==> config.mk <==
export PLATFORM = sky130hd
export DESIGN_NAME = audio_adc_rx
export DESIGN_NICKNAME = d
export VERILOG_FILES = /design/src/rtl/audio_pkg.sv /design/src/rtl/audio_adc_rx_sync_edge.sv /design/src/rtl/audio_adc_rx.sv
export SDC_FILE = /design/constraint.sdc
export NUM_CORES = 1
export LEC_CHECK = 0
export ABC_AREA = 1
export BUFFER_PORTS_ARGS = -buffer_cell sky130_fd_sc_hd__buf_4
export CAP_MARGIN = 30
export CORE_MARGIN = 4
export CORE_UTILIZATION = 60
export CTS_BUF_LIST = sky130_fd_sc_hd__clkbuf_8
export DETAILED_ROUTE_END_ITERATION = 6
export GPL_ROUTABILITY_DRIVEN = 0
export GPL_TIMING_DRIVEN = 0
export MAX_ROUTING_LAYER = met4
export PLACE_DENSITY_LB_ADDON = 0.2
export SLEW_MARGIN = 40
export SYNTH_ARGS = -nofsm -noshare
export SYNTH_HDL_FRONTEND = slang
export SYNTH_SLANG_ARGS = --single-unit
==> constraint.sdc <==
create_clock -name CLK50 -period 4.1 [get_ports CLK50]
set_input_delay 0.82 -clock CLK50 [delete_from_list [all_inputs] [get_ports CLK50]]
set_output_delay 0.82 -clock CLK50 [all_outputs]
set_load 0.01 [all_outputs]
==> src/rtl/audio_pkg.sv <==
// audio_pkg: shared parameters and FSM state encoding for the WM8731
// ADC capture path.
//   SAMPLE_W_DEF : default bits per sample (16)
//   ADDR_W_DEF   : default sample-index / SRAM address width (18)
//   state_e      : capture FSM states
package audio_pkg;
  localparam int SAMPLE_W_DEF = 16;
  localparam int ADDR_W_DEF   = 18;

  typedef enum logic [2:0] {
    IDLE,
    WAIT_LRC,
    SKIP,
    SHIFT,
    PUSH
  } state_e;
endpackage

==> src/rtl/audio_adc_rx_sync_edge.sv <==
// sync_edge: 3-flop synchroniser for an asynchronous codec clock with a
// registered single-cycle edge pulse.
//   clk_i  : system clock
//   rst_i  : async active-high reset
//   d_i    : asynchronous input
//   edge_o : one-cycle pulse on a rising (RISE=1) or falling (RISE=0) edge
module sync_edge #(
  parameter bit RISE = 1'b1
) (
  input  logic clk_i,
  input  logic rst_i,
  input  logic d_i,
  output logic edge_o
);
  logic [2:0] sync_q;
  logic       edge_q;

  // sync_q[1] is the first metastability-safe stage; sync_q[2] is the
  // one-cycle-old copy used as the edge reference.
  always_ff @(posedge clk_i or posedge rst_i) begin
    if (rst_i) begin
      sync_q <= '0;
      edge_q <= 1'b0;
    end else begin
      sync_q <= {sync_q[1:0], d_i};
      edge_q <= RISE ? (sync_q[1] & ~sync_q[2]) : (~sync_q[1] & sync_q[2]);
    end
  end

  assign edge_o = edge_q;
endmodule

==> src/rtl/audio_adc_rx.sv <==
// audio_adc_rx: deserialises the left channel of the WM8731 I2S ADC stream
// into parallel samples, presented through a one-deep valid/ready buffer
// with an ADDR_W-bit sample index used directly as the SRAM word address.
//   CLK50, RST            : system clock, async active-high reset
//   BCLK, ADCLRCK, ADCDAT : codec serial interface (asynchronous)
//   enable                : record enable level; a rising edge starts a new take
//   sample_ready          : consumer accepts the buffered sample
//   sample_data/addr      : buffered sample and its index
//   sample_valid          : buffer holds an unconsumed sample
//   overrun               : sticky, a completed sample was dropped
//   full                  : 2^ADDR_W samples accepted, capture halted
module audio_adc_rx
  import audio_pkg::*;
#(
  parameter int ADDR_W   = ADDR_W_DEF,
  parameter int SAMPLE_W = SAMPLE_W_DEF
) (
  input  logic                CLK50,
  input  logic                RST,
  input  logic                BCLK,
  input  logic                ADCLRCK,
  input  logic                ADCDAT,
  input  logic                enable,
  input  logic                sample_ready,
  output logic [SAMPLE_W-1:0] sample_data,
  output logic [ADDR_W-1:0]   sample_addr,
  output logic                sample_valid,
  output logic                overrun,
  output logic                full
);
  localparam int CNT_W = $clog2(SAMPLE_W);
  localparam logic [ADDR_W:0]  CNT_FULL = {1'b1, {ADDR_W{1'b0}}};
  localparam logic [CNT_W-1:0] LAST_BIT = CNT_W'(SAMPLE_W - 1);

  logic bclk_rise, lrc_fall;

  sync_edge #(.RISE(1'b1)) u_bclk (
    .clk_i(CLK50), .rst_i(RST), .d_i(BCLK), .edge_o(bclk_rise)
  );
  sync_edge #(.RISE(1'b0)) u_lrc (
    .clk_i(CLK50), .rst_i(RST), .d_i(ADCLRCK), .edge_o(lrc_fall)
  );

  state_e              state_q;
  logic [1:0]          dat_q;
  logic [SAMPLE_W-1:0] shift_q;
  logic [CNT_W-1:0]    bit_q;
  logic [ADDR_W:0]     count_q;
  logic [ADDR_W:0]     count_d;
  logic                en_q;
  logic                en_rise;
  logic [SAMPLE_W-1:0] data_q;
  logic [ADDR_W-1:0]   addr_q;
  logic                valid_q, ovr_q, full_q;

  assign count_d = count_q + 1'b1;
  // en_q resets low, so enable already high at reset release arms a take.
  assign en_rise = enable & ~en_q;

  always_ff @(posedge CLK50 or posedge RST) begin
    if (RST) begin
      state_q <= IDLE;
      dat_q   <= '0;
      shift_q <= '0;
      bit_q   <= '0;
      count_q <= '0;
      en_q    <= 1'b0;
      data_q  <= '0;
      addr_q  <= '0;
      valid_q <= 1'b0;
      ovr_q   <= 1'b0;
      full_q  <= 1'b0;
    end else begin
      en_q  <= enable;
      dat_q <= {dat_q[0], ADCDAT};

      // Consume first; a PUSH below in the same cycle re-sets valid.
      if (valid_q && sample_ready) valid_q <= 1'b0;

      if (state_q != IDLE && !enable) begin
        state_q <= IDLE;  // partial sample abandoned, buffer untouched
      end else begin
        case (state_q)
          IDLE: begin
            if (enable && (en_rise || !full_q)) begin
              state_q <= WAIT_LRC;
              if (en_rise) begin
                ovr_q   <= 1'b0;
                full_q  <= 1'b0;
                count_q <= '0;
              end
            end
          end
          WAIT_LRC: if (lrc_fall) state_q <= SKIP;
          // First BCLK rise after the left-channel start is the I2S delay slot.
          SKIP: if (!lrc_fall && bclk_rise) begin
            state_q <= SHIFT;
            bit_q   <= '0;
          end
          SHIFT: begin
            if (lrc_fall) begin
              state_q <= SKIP;  // short frame: restart on the new frame
            end else if (bclk_rise) begin
              shift_q <= {shift_q[SAMPLE_W-2:0], dat_q[1]};
              bit_q   <= bit_q + 1'b1;
              if (bit_q == LAST_BIT) state_q <= PUSH;
            end
          end
          PUSH: begin
            if (!valid_q || sample_ready) begin
              data_q  <= shift_q;
              addr_q  <= count_q[ADDR_W-1:0];
              valid_q <= 1'b1;
              count_q <= count_d;
              if (count_d == CNT_FULL) begin
                full_q  <= 1'b1;
                state_q <= IDLE;
              end else begin
                state_q <= WAIT_LRC;
              end
            end else begin
              ovr_q   <= 1'b1;
              state_q <= WAIT_LRC;
            end
          end
          default: state_q <= IDLE;
        endcase
      end
    end
  end

  assign sample_data  = data_q;
  assign sample_addr  = addr_q;
  assign sample_valid = valid_q;
  assign overrun      = ovr_q;
  assign full         = full_q;
endmodule

* Word level (Yosys, flattened, before mapping)
Index checks and enable logic that the tools add are counted.
Word-level totals: memories kept 0, bits in latches 0, memory bits (read-only) 0, flip-flop bits (word level) 90, RAM bits 0, logic and storage cells 94, input port bits 7
Cells by class: muxes and demuxes 29, shift-type cells 0, reductions and logical operators 21, equal/unequal tests 19, multipliers 0, div/mod/pow operators 0, magnitude comparators 0, bitwise gates (word level) 8, $add $sub $neg 2
Operator list (count):
- 2-to-1 mux 19 bit | 3
- case mux 19 bit (2 select lines) | 1
- 2-to-1 mux 3 bit | 8
- AND reduction 5 bit | 4
- adder 19 x 1 -> 19 bit (second input constant) | 1
- == test 19 bit (second input constant) | 1
- case mux 3 bit (5 select lines) | 1
- inequality test 2 bit (second input constant) | 7
- 2-to-1 mux 4 bit | 3
- 2-to-1 mux 1 bit | 10
- case mux 4 bit (2 select lines) | 1
- == test 3 x 2 -> 1 bit (second input constant) | 2
- inequality test 3 bit (second input constant) | 2
- AND reduction 6 bit | 1
- inverter 1 bit | 5
- adder 4 x 1 -> 4 bit (second input constant) | 1
- == test 4 bit (second input constant) | 1
- logical AND 1 bit | 4
- zero test 1 bit | 4
- inequality test 4 x 2 -> 1 bit (second input constant) | 1
- inequality test 4 x 3 -> 1 bit (second input constant) | 1
- case mux 1 bit (2 select lines) | 2
- AND reduction 4 bit | 1
- nonzero test 2 bit | 2
- 9 further kinds | 12

* Longest topological paths before layout
Gate-level depths: netlist of run 1.
word-level depth 7, gate-level depth with buffers 15, depth with buffers taken out 15

* Modules after synthesis
A second synthesis of run 1 with hierarchy kept.
Second synthesis, totals: cells, all modules 470, area, all modules 3996.3 µm²
Modules (own cells, without submodules):
- audio_adc_rx | times used 1, area each 3768.6 µm², cells each 456
- sync_edge | times used 2, area each 113.9 µm², cells each 7

* Worst setup path before layout of run 1
OpenSTA, ideal clock, no wires.
path kind input to register, start point input enable, end point register shift_q[14], slack 2.248 ns, required time 3.975 ns, library setup time 0.125 ns, path buffers 1, arrival 1.727 ns, stages 7, cells stage by stage nor2_1 inv_2 nand4_2 inv_2 nand2_2 buf_6 mux2_4
Between the ends: word-level cells in the longest chain between the ends 4
Ends and longest elaborated chain:
- start: declaration | line audio_adc_rx.sv:23 | input logic enable,
- zero test 1 bit | line audio_adc_rx.sv:80 | if (state_q != IDLE && !enable) begin
- logical AND 1 bit | line audio_adc_rx.sv:80
- inverter 1 bit (no source line)
- AND reduction 4 bit (no source line)
- end signal: assignment | line audio_adc_rx.sv:104 | shift_q <= {shift_q[SAMPLE_W-2:0], dat_q[1]};
- end: declaration | line audio_adc_rx.sv:46 | logic [SAMPLE_W-1:0] shift_q;
No other way between the ends. A chain may end at the register's enable or synchronous reset.

* Worst setup path in the final report of run 1
start point register count_q[1], end point register state_q[0]
Between the ends: word-level cells in the longest chain between the ends 6
Ends and longest elaborated chain:
- start: declaration | line audio_adc_rx.sv:48 | logic [ADDR_W:0] count_q;
- start signal: assignment | line audio_adc_rx.sv:114 | count_q <= count_d;
- adder 19 x 1 -> 19 bit | line audio_adc_rx.sv:56 | assign count_d = count_q + 1'b1;
- == test 19 bit | line audio_adc_rx.sv:115 | if (count_d == CNT_FULL) begin
- 2-to-1 mux 1 bit | line audio_adc_rx.sv:115
- 2-to-1 mux 3 bit | line audio_adc_rx.sv:110 | if (!valid_q || sample_ready) begin
- case mux 3 bit (5 select lines) | line audio_adc_rx.sv:83 | case (state_q)
- 2-to-1 mux 3 bit | line audio_adc_rx.sv:80
- end signal: assignment | line audio_adc_rx.sv:81 | state_q <= IDLE;
- end signal: assignment | line audio_adc_rx.sv:86 | state_q <= WAIT_LRC;
- end signal: assignment | line audio_adc_rx.sv:117 | state_q <= IDLE;
- end: declaration | line audio_adc_rx.sv:44 | state_e state_q;
No other way between the ends.

==> results of run 1 <==
-- path summary, 6_finish.rpt --
path | startpoint | to | slack (ns) | depth (start not counted)
worst min-delay path | dat_q[0]$_DFF_PP0_ | dat_q[1]$_DFF_PP0_ | 0.36 | 0
worst max-delay path | count_q[1]$_DFFE_PP0P_ | state_q[0]$_DFFE_PP0P_ | 2.09 | 14
max in group asynchronous | RST | count_q[2]$_DFFE_PP0P_ | 3.10 | 3
worst min register to register | dat_q[0]$_DFF_PP0_ | dat_q[1]$_DFF_PP0_ | 0.36 | 0
min in group asynchronous | RST | u_bclk.sync_q[0]$_DFF_PP0_ | 0.42 | 2
worst max register to register | count_q[1]$_DFFE_PP0P_ | state_q[0]$_DFFE_PP0P_ | 2.09 | 14
-- layer usage --
metal | vias up | track usage [%]
li1 | 1583 | -
met1 | 1556 | 32.6
met2 | 104 | 37.2
met3 | 15 | 4.24
met4 | 0 | 11.0
met5 | - | -
-- area by class of cell --
type	instances	area share (%)
sequential	90	49.2
multi-input combinational	309	31.0
timing repair buffer	44	7.65
inverter	50	4.23
clock buffer	9	2.70
tap	77	2.10
buffer	15	1.80
clock inverter	7	1.31
-- critical path, stage by stage, from the launching register on --
cell and delay [ns]:
sky130_fd_sc_hd__dfrtp_1 0.41, sky130_fd_sc_hd__ha_1 0.25, sky130_fd_sc_hd__nand2_2 0.08, sky130_fd_sc_hd__nor2_2 0.17, sky130_fd_sc_hd__nand2_1 0.11, sky130_fd_sc_hd__nor2_2 0.17, sky130_fd_sc_hd__nand3_1 0.09, sky130_fd_sc_hd__nand2_1 0.13
sky130_fd_sc_hd__nand2_1 0.08, sky130_fd_sc_hd__nor2_2 0.12, sky130_fd_sc_hd__nand3_1 0.09, sky130_fd_sc_hd__nand2_1 0.06, sky130_fd_sc_hd__nand2_1 0.04, sky130_fd_sc_hd__nand2_1 0.05, sky130_fd_sc_hd__nand2_1 0.05
-- sequential cells by signal, indices dropped and copies added, names as in the netlist --
signal / flops
count_q: 19
dat_q: 2
sample_data: 16
u_bclk.sync_q: 3
shift_q: 16
u_lrc.sync_q: 3
sample_valid: 1
overrun: 1
bit_q: 4
u_bclk.edge_o: 1
full: 1
sample_addr: 18
u_lrc.edge_o: 1
state_q: 3
en_q: 1
-- cell usage in the layout (no fill, tap or decap), types with 3 or more instances in the layout --
master and instances:
sky130_fd_sc_hd__o22ai_1 8, sky130_fd_sc_hd__nor2_2 8, sky130_fd_sc_hd__inv_1 43, sky130_fd_sc_hd__o21ai_1 5, sky130_fd_sc_hd__o21ai_0 42, sky130_fd_sc_hd__nand3_1 16
sky130_fd_sc_hd__clkbuf_8 9, sky130_fd_sc_hd__inv_2 5, sky130_fd_sc_hd__nand4_1 4, sky130_fd_sc_hd__inv_6 3, sky130_fd_sc_hd__buf_4 43, sky130_fd_sc_hd__nand2_1 142
sky130_fd_sc_hd__nor2_1 43, sky130_fd_sc_hd__dfrtp_1 90, sky130_fd_sc_hd__buf_2 8, sky130_fd_sc_hd__nand2_2 4, sky130_fd_sc_hd__clkbuf_1 4, sky130_fd_sc_hd__nor3_1 9
sky130_fd_sc_hd__a21oi_1 13
-- power by group --
| part | switching [uW] | internal (uW) |
|---|---|---|
| clock network | 340 | 232 |
| logic | 419 | 349 |
| registers | 145 | 1130 |
-- cells by family after synthesis --
logic type      after synthesis  synth area share (%)
xor+xnor                      2                 0.444
mux                           2                 0.761
compound gates               71                  9.51
simple gates                232                  24.7
flops                        90                  57.1
fa+ha+maj                     2                 0.634
buf+inv                      65                  6.88
-- per-stage QoR --
stage                     setup TNS (ns)  hold slack (ns)  area [sq um]
final                                  0            0.361          4580
after global placement             -3.52            0.332          4360
after global routing                   0            0.367          4580
after floorplan                        0            0.331          3950
after detailed placement               0            0.340          4400
after CTS                              0            0.362          4580
==> impl_results.rst, run 1 <==
.. list-table::
   :header-rows: 1

   * - Metric
     - Value
   * - Final setup violation count
     - 0
   * - Number of nets produced by synthesis
     - 473
   * - Core Area
     - 0.00635 sq mm
   * - Chip Height
     - 89.1 microns
   * - Number of H-tree levels
     - 3
   * - Final Util
     - 72.1%
   * - Setup clock skew after layout
     - 0.00805 ns
   * - Synthesis Warnings
     - 0
   * - CTS Buf Count
     - 9
   * - Number of violations reported at the end of detailed-routing iteration 0
     - 306
   * - Shortest clock period the worst path allows after layout
     - 2.01 ns
   * - Synth async-reset ratio
     - 100%
   * - Cell type with the largest total area after synthesis
     - sky130_fd_sc_hd__dfrtp_1
   * - Top Metal Used
     - met4
   * - Die area
     - 0.00794 sq mm
   * - Fraction of layout cells with a size suffix above 1
     - 18.3%
   * - Period Utilization, post-route
     - 49.0%
   * - Wire length of the first global-routing pass
     - 14.5 mm
   * - Footprint of the multi-input gates
     - 0.00142 sq mm
   * - Sequential element share of the synthesized area
     - 57.1%
   * - Arrival @ worst endpoint
     - 2.27 ns
   * - Root buffer cell
     - sky130_fd_sc_hd__clkbuf_8
   * - Metal2 WL
     - 4.13 mm
   * - Tightest Pin Transition
     - 0.479 ns
   * - DRT Wirelength
     - 8.40 mm
   * - Overall power
     - 2620 uW
   * - Wire length per cell after detailed routing
     - 14.0 microns
   * - Fraction of synthesized cell area taken by the top area cell type
     - 57.1%
   * - Synthesized flop and latch total
     - 90
   * - RSZ-0062 raised after global routing
     - no
   * - Class of the tightest hold or removal check
     - reg2reg
   * - Slew Viols, Final
     - 0
   * - N_diodes
     - 0
   * - Clock sink total
     - 90
   * - Number of hold violations in the final report
     - 0
   * - Power density over the cells
     - 571 mW/mm^2
   * - TritonCTS clock tree
     - yes
   * - Final-stage net count
     - 528
   * - Mapped cell area
     - 0.00395 sq mm
   * - DR pass1 iterations
     - 5
   * - Total placed cells including tap cells
     - 585
   * - Crit end category
     - flop
   * - Remaining Overflow, GRT
     - 0
   * - Layout-stage area growth over the synthesis result
     - 16.1%
   * - Total vias in the final route
     - 3258
   * - Number of global-route vias before repair
     - 3144
   * - Final critical-path setup slack
     - 2.09 ns
   * - Port buffer count
     - 43
   * - Post-Layout Cell Count
     - 601
   * - Starting density of the core
     - 62.1%
   * - Post-Syn Area per Cell
     - 8.50 sq um
   * - Maximum buffer depth of the clock tree
     - 2
   * - Most frequent cells after synthesis
     - 142 x sky130_fd_sc_hd__nand2_1, 90 x sky130_fd_sc_hd__dfrtp_1, 44 x sky130_fd_sc_hd__inv_1, 43 x sky130_fd_sc_hd__nor2_1, 42 x sky130_fd_sc_hd__o21ai_0
   * - HPWL after detailed placement
     - 6.13 mm
   * - Setup CP Type
     - reg2reg
   * - Remaining DRCs
     - 0
   * - Top cells by area in the synthesized netlist
     - sky130_fd_sc_hd__dfrtp_1 57%, sky130_fd_sc_hd__nand2_1 14%, sky130_fd_sc_hd__o21ai_0 5.3%, sky130_fd_sc_hd__inv_1 4.2%, sky130_fd_sc_hd__nor2_1 4.1%
   * - Count leader, synth
     - sky130_fd_sc_hd__nand2_1
   * - Number of enable flip-flop cells after synthesis
     - 0
   * - Maximum number of pins on one net before global-route repair
     - 60
   * - Reg area
     - 0.00225 sq mm
   * - Cts hold-fix bufs
     - 0
   * - Average via count per standard cell
     - 5.42
   * - Die width
     - 89.1 microns
   * - Clock transition time at the flip-flop clock pins of the worst setup and hold paths
     - 0.10 ns
   * - Site Rows
     - 29
   * - Type of origin of the critical path
     - flop
   * - Peak VDD IR
     - 409 uV
   * - Cell leakage power
     - 0.00226 uW
   * - Fmax
     - 498 MHz
   * - Number of fill cells in the layout
     - 498
   * - Routed met1 length
     - 3.62 mm
   * - Post_cts resized
     - 0
   * - Top FF cell, synth
     - sky130_fd_sc_hd__dfrtp_1
   * - Count of mapped cells out of synthesis
     - 464
   * - Met3 WL post-DR
     - 469 microns
   * - Number of antenna violations at the first check in global routing
     - 0
   * - Rel. slew slack
     - 68.0%
   * - Data required time of the worst path
     - 4.36 ns
   * - Total GRT Usage
     - 24.5%
   * - Number of buffers inserted to repair setup after CTS
     - 0
   * - Count of cell types in the netlist
     - 32
   * - Clk Latency, worst-skew pair
     - 0.36 ns
   * - Post-Place Setup Slack
     - 1.98 ns
   * - Total I/O pin count
     - 44
   * - Number of nets with antenna violations after routing
     - 0
   * - Maximum fanout along the worst path
     - 4
   * - Run status
     - finished clean
   * - Max-cap viol count
     - 0
Power figures use the tool's default switching activity.
==> inputs of run 2 (changes only) <==
==> constraint.sdc (replaced) <==
create_clock -name CLK50 -period 2.1 [get_ports CLK50]
set_input_delay 0.42 -clock CLK50 [delete_from_list [all_inputs] [get_ports CLK50]]
set_output_delay 0.42 -clock CLK50 [all_outputs]
set_load 0.01 [all_outputs]
==> impl_results.rst, run 2 (synthesis gave the netlist of run 1 again) <==
.. list-table::
   :header-rows: 1

   * - Metric
     - Value
   * - Class of the tightest hold or removal check
     - in2async
   * - Peak VDD IR
     - 741 uV
   * - Combinational group share of total power
     - 29.6%
   * - Layout-stage area growth over the synthesis result
     - 18.7%
   * - Arrival @ worst endpoint
     - 2.22 ns
   * - Starting density of the core
     - 62.1%
   * - Number of antenna violations at the first check in global routing
     - 0
   * - Total GRT Usage
     - 25.3%
   * - Post-Place Setup Slack
     - 0.127 ns
   * - Setup CP Type
     - reg2reg
   * - Clock sink total
     - 90
   * - Site Rows
     - 29
   * - Switching power
     - 1830 uW
   * - Number of violations reported at the end of detailed-routing iteration 0
     - 307
   * - Root buffer cell
     - sky130_fd_sc_hd__clkbuf_8
   * - Die area
     - 0.00794 sq mm
   * - Die width
     - 89.1 microns
   * - Average via count per standard cell
     - 5.59
   * - Clock transition time at the flip-flop clock pins of the worst setup and hold paths
     - 0.10 ns
   * - Register ranked first by flip-flop count
     - count_q
   * - Total I/O pin count
     - 44
   * - Most common library cell in the layout ignoring fill and taps
     - sky130_fd_sc_hd__nand2_1
   * - Period Utilization, post-route
     - 93.1%
   * - Cts hold-fix bufs
     - 0
   * - Shortest clock period the worst path allows after layout
     - 1.95 ns
   * - Max-cap viol count
     - 0
   * - Core Area
     - 0.00635 sq mm
   * - Sw Ratio
     - 35.2%
   * - Data required time of the worst path
     - 2.36 ns
   * - Max reg flops
     - 19
   * - Type of origin of the critical path
     - flop
   * - Maximum fanout along the worst path
     - 5
   * - Number of global-route vias before repair
     - 3288
   * - Total vias in the final route
     - 3382
   * - Port buffer count
     - 43
   * - Sequential cell fraction of total power
     - 48.2%
   * - Maximum buffer depth of the clock tree
     - 2
   * - Chip Height
     - 89.1 microns
   * - Remaining Overflow, GRT
     - 0
   * - Portion of total power attributed to the clock network
     - 22.2%
   * - Beginning of the critical path
     - count_q[0]$_DFFE_PP0P_
   * - Hold WS
     - 0.0510 ns
   * - Slew Viols, Final
     - 0
   * - Setup clock skew after layout
     - 0.0113 ns
   * - Crit end category
     - flop
   * - Number of hold violations in the final report
     - 0
   * - Int Power
     - 3370 uW
   * - HPWL after detailed placement
     - 6.59 mm
   * - N_diodes
     - 0
   * - Number of H-tree levels
     - 3
   * - DRT Wirelength
     - 8.89 mm
   * - Rel. slew slack
     - 66.8%
   * - Leading cell types in the layout, fill and taps excluded
     - 142 x sky130_fd_sc_hd__nand2_1, 90 x sky130_fd_sc_hd__dfrtp_1, 44 x sky130_fd_sc_hd__buf_4
   * - Tightest Pin Transition
     - 0.498 ns
   * - Wire length of the first global-routing pass
     - 15.0 mm
   * - Endpoint of the most critical setup path
     - state_q[0]$_DFFE_PP0P_
   * - Remaining DRCs
     - 0
   * - TritonCTS clock tree
     - yes
   * - Depth of the most critical reg-to-reg path
     - 14
   * - Power density over the cells
     - 1110 mW/mm^2
   * - DR pass1 iterations
     - 5
   * - Fraction of layout cells with a size suffix above 1
     - 19.1%
   * - Fmax
     - 512 MHz
   * - Final-stage net count
     - 532
   * - CTS Buf Count
     - 9
   * - Clk Latency, worst-skew pair
     - 0.36 ns
   * - Wire length per cell after detailed routing
     - 14.7 microns
   * - Cell leakage power
     - 0.00230 uW
   * - Reg-to-reg setup timing slack
     - 0.15 ns
   * - Critical register-to-register path endpoint
     - state_q[0]$_DFFE_PP0P_
   * - Maximum number of pins on one net before global-route repair
     - 24
   * - Final setup violation count
     - 0
   * - Number of nets with antenna violations after routing
     - 0
   * - Run status
     - finished clean
   * - Final critical-path setup slack
     - 0.146 ns
   * - Startpoint of the most critical register-to-register path
     - count_q[0]$_DFFE_PP0P_
run 2: area by class of cell:
cell class              instances  area [sq um]
flip-flops and latches         90          2250
fillers                       457          1670
multi-input cells             309          1430
repair buffers                 48           433
inverters                      50           193
clock buffers                   9           124
well taps                      77          96.3
plain buffers                  15          82.6
clock inverters                 7          72.6
run 2: worst min path at each step:
stage / to / depth (start not counted) / startpoint / slack [ns]
after floorplan: dat_q[1]$_DFF_PP0_ / 0 / dat_q[0]$_DFF_PP0_ / 0.33
after global placement: u_bclk.sync_q[1]$_DFF_PP0_ / 0 / u_bclk.sync_q[0]$_DFF_PP0_ / 0.33
after detailed placement: u_bclk.sync_q[1]$_DFF_PP0_ / 0 / u_bclk.sync_q[0]$_DFF_PP0_ / 0.34
after CTS: shift_q[13]$_DFFE_PP0P_ / 2 / RST / 0.05
after global routing: shift_q[13]$_DFFE_PP0P_ / 2 / RST / 0.06
final: sample_data[13]$_DFFE_PP0P_ / 2 / RST / 0.05
run 2: power by group through the flow:
stage / Combinational, uW / Clock, uW / Sequential (uW)
after global placement: 1460 / 0 / 2500
after global routing: 1730 / 1240 / 2560
after floorplan: 734 / 0 / 2600
after CTS: 1550 / 1170 / 2500
after detailed placement: 1550 / 0 / 2530
final: 1540 / 1150 / 2500
run 2: critical path, cell delays in order, from the launching register on:
cell and delay, ns:
sky130_fd_sc_hd__dfrtp_1 0.41, sky130_fd_sc_hd__ha_2 0.24, sky130_fd_sc_hd__nand3_1 0.14, sky130_fd_sc_hd__nor2_2 0.24, sky130_fd_sc_hd__nand3_1 0.11, sky130_fd_sc_hd__nand2_1 0.07, sky130_fd_sc_hd__nand2_1 0.06, sky130_fd_sc_hd__nor2_1 0.12
sky130_fd_sc_hd__nand2_1 0.07, sky130_fd_sc_hd__nor2_2 0.12, sky130_fd_sc_hd__nand3_1 0.08, sky130_fd_sc_hd__nand2_1 0.06, sky130_fd_sc_hd__nand2_1 0.04, sky130_fd_sc_hd__nand2_1 0.05, sky130_fd_sc_hd__nand2_1 0.04
run 2: through the flow:
stage / utilization, % / setup TNS (ns) / std cells / cell area (sq um) / power, uW
floorplan: - / 0 / 464 / 3950 / 3340
global placement: 68.8 / 0 / 584 / 4370 / 3970
CTS: 73.5 / 0 / 604 / 4670 / 5220
finish: 73.7 / 0 / 605 / 4680 / 5190
detailed placement: 70.4 / 0 / 588 / 4470 / 4080
global route: 73.7 / -0.00955 / 605 / 4680 / 5530
run 2: metal layers:
metal	global-route usage (%)	vias up	routed length, microns
met5	-	-	0
met4	10.1	0	190
met3	5.07	24	598
met2	39.2	142	4350
met1	33.0	1622	3750
li1	-	1594	-
run 2: repair_timing:
action	in CTS	in global routing
endpoints found under the setup margin	0	2
buffers inserted	0	1
gates resized for setup	0	2
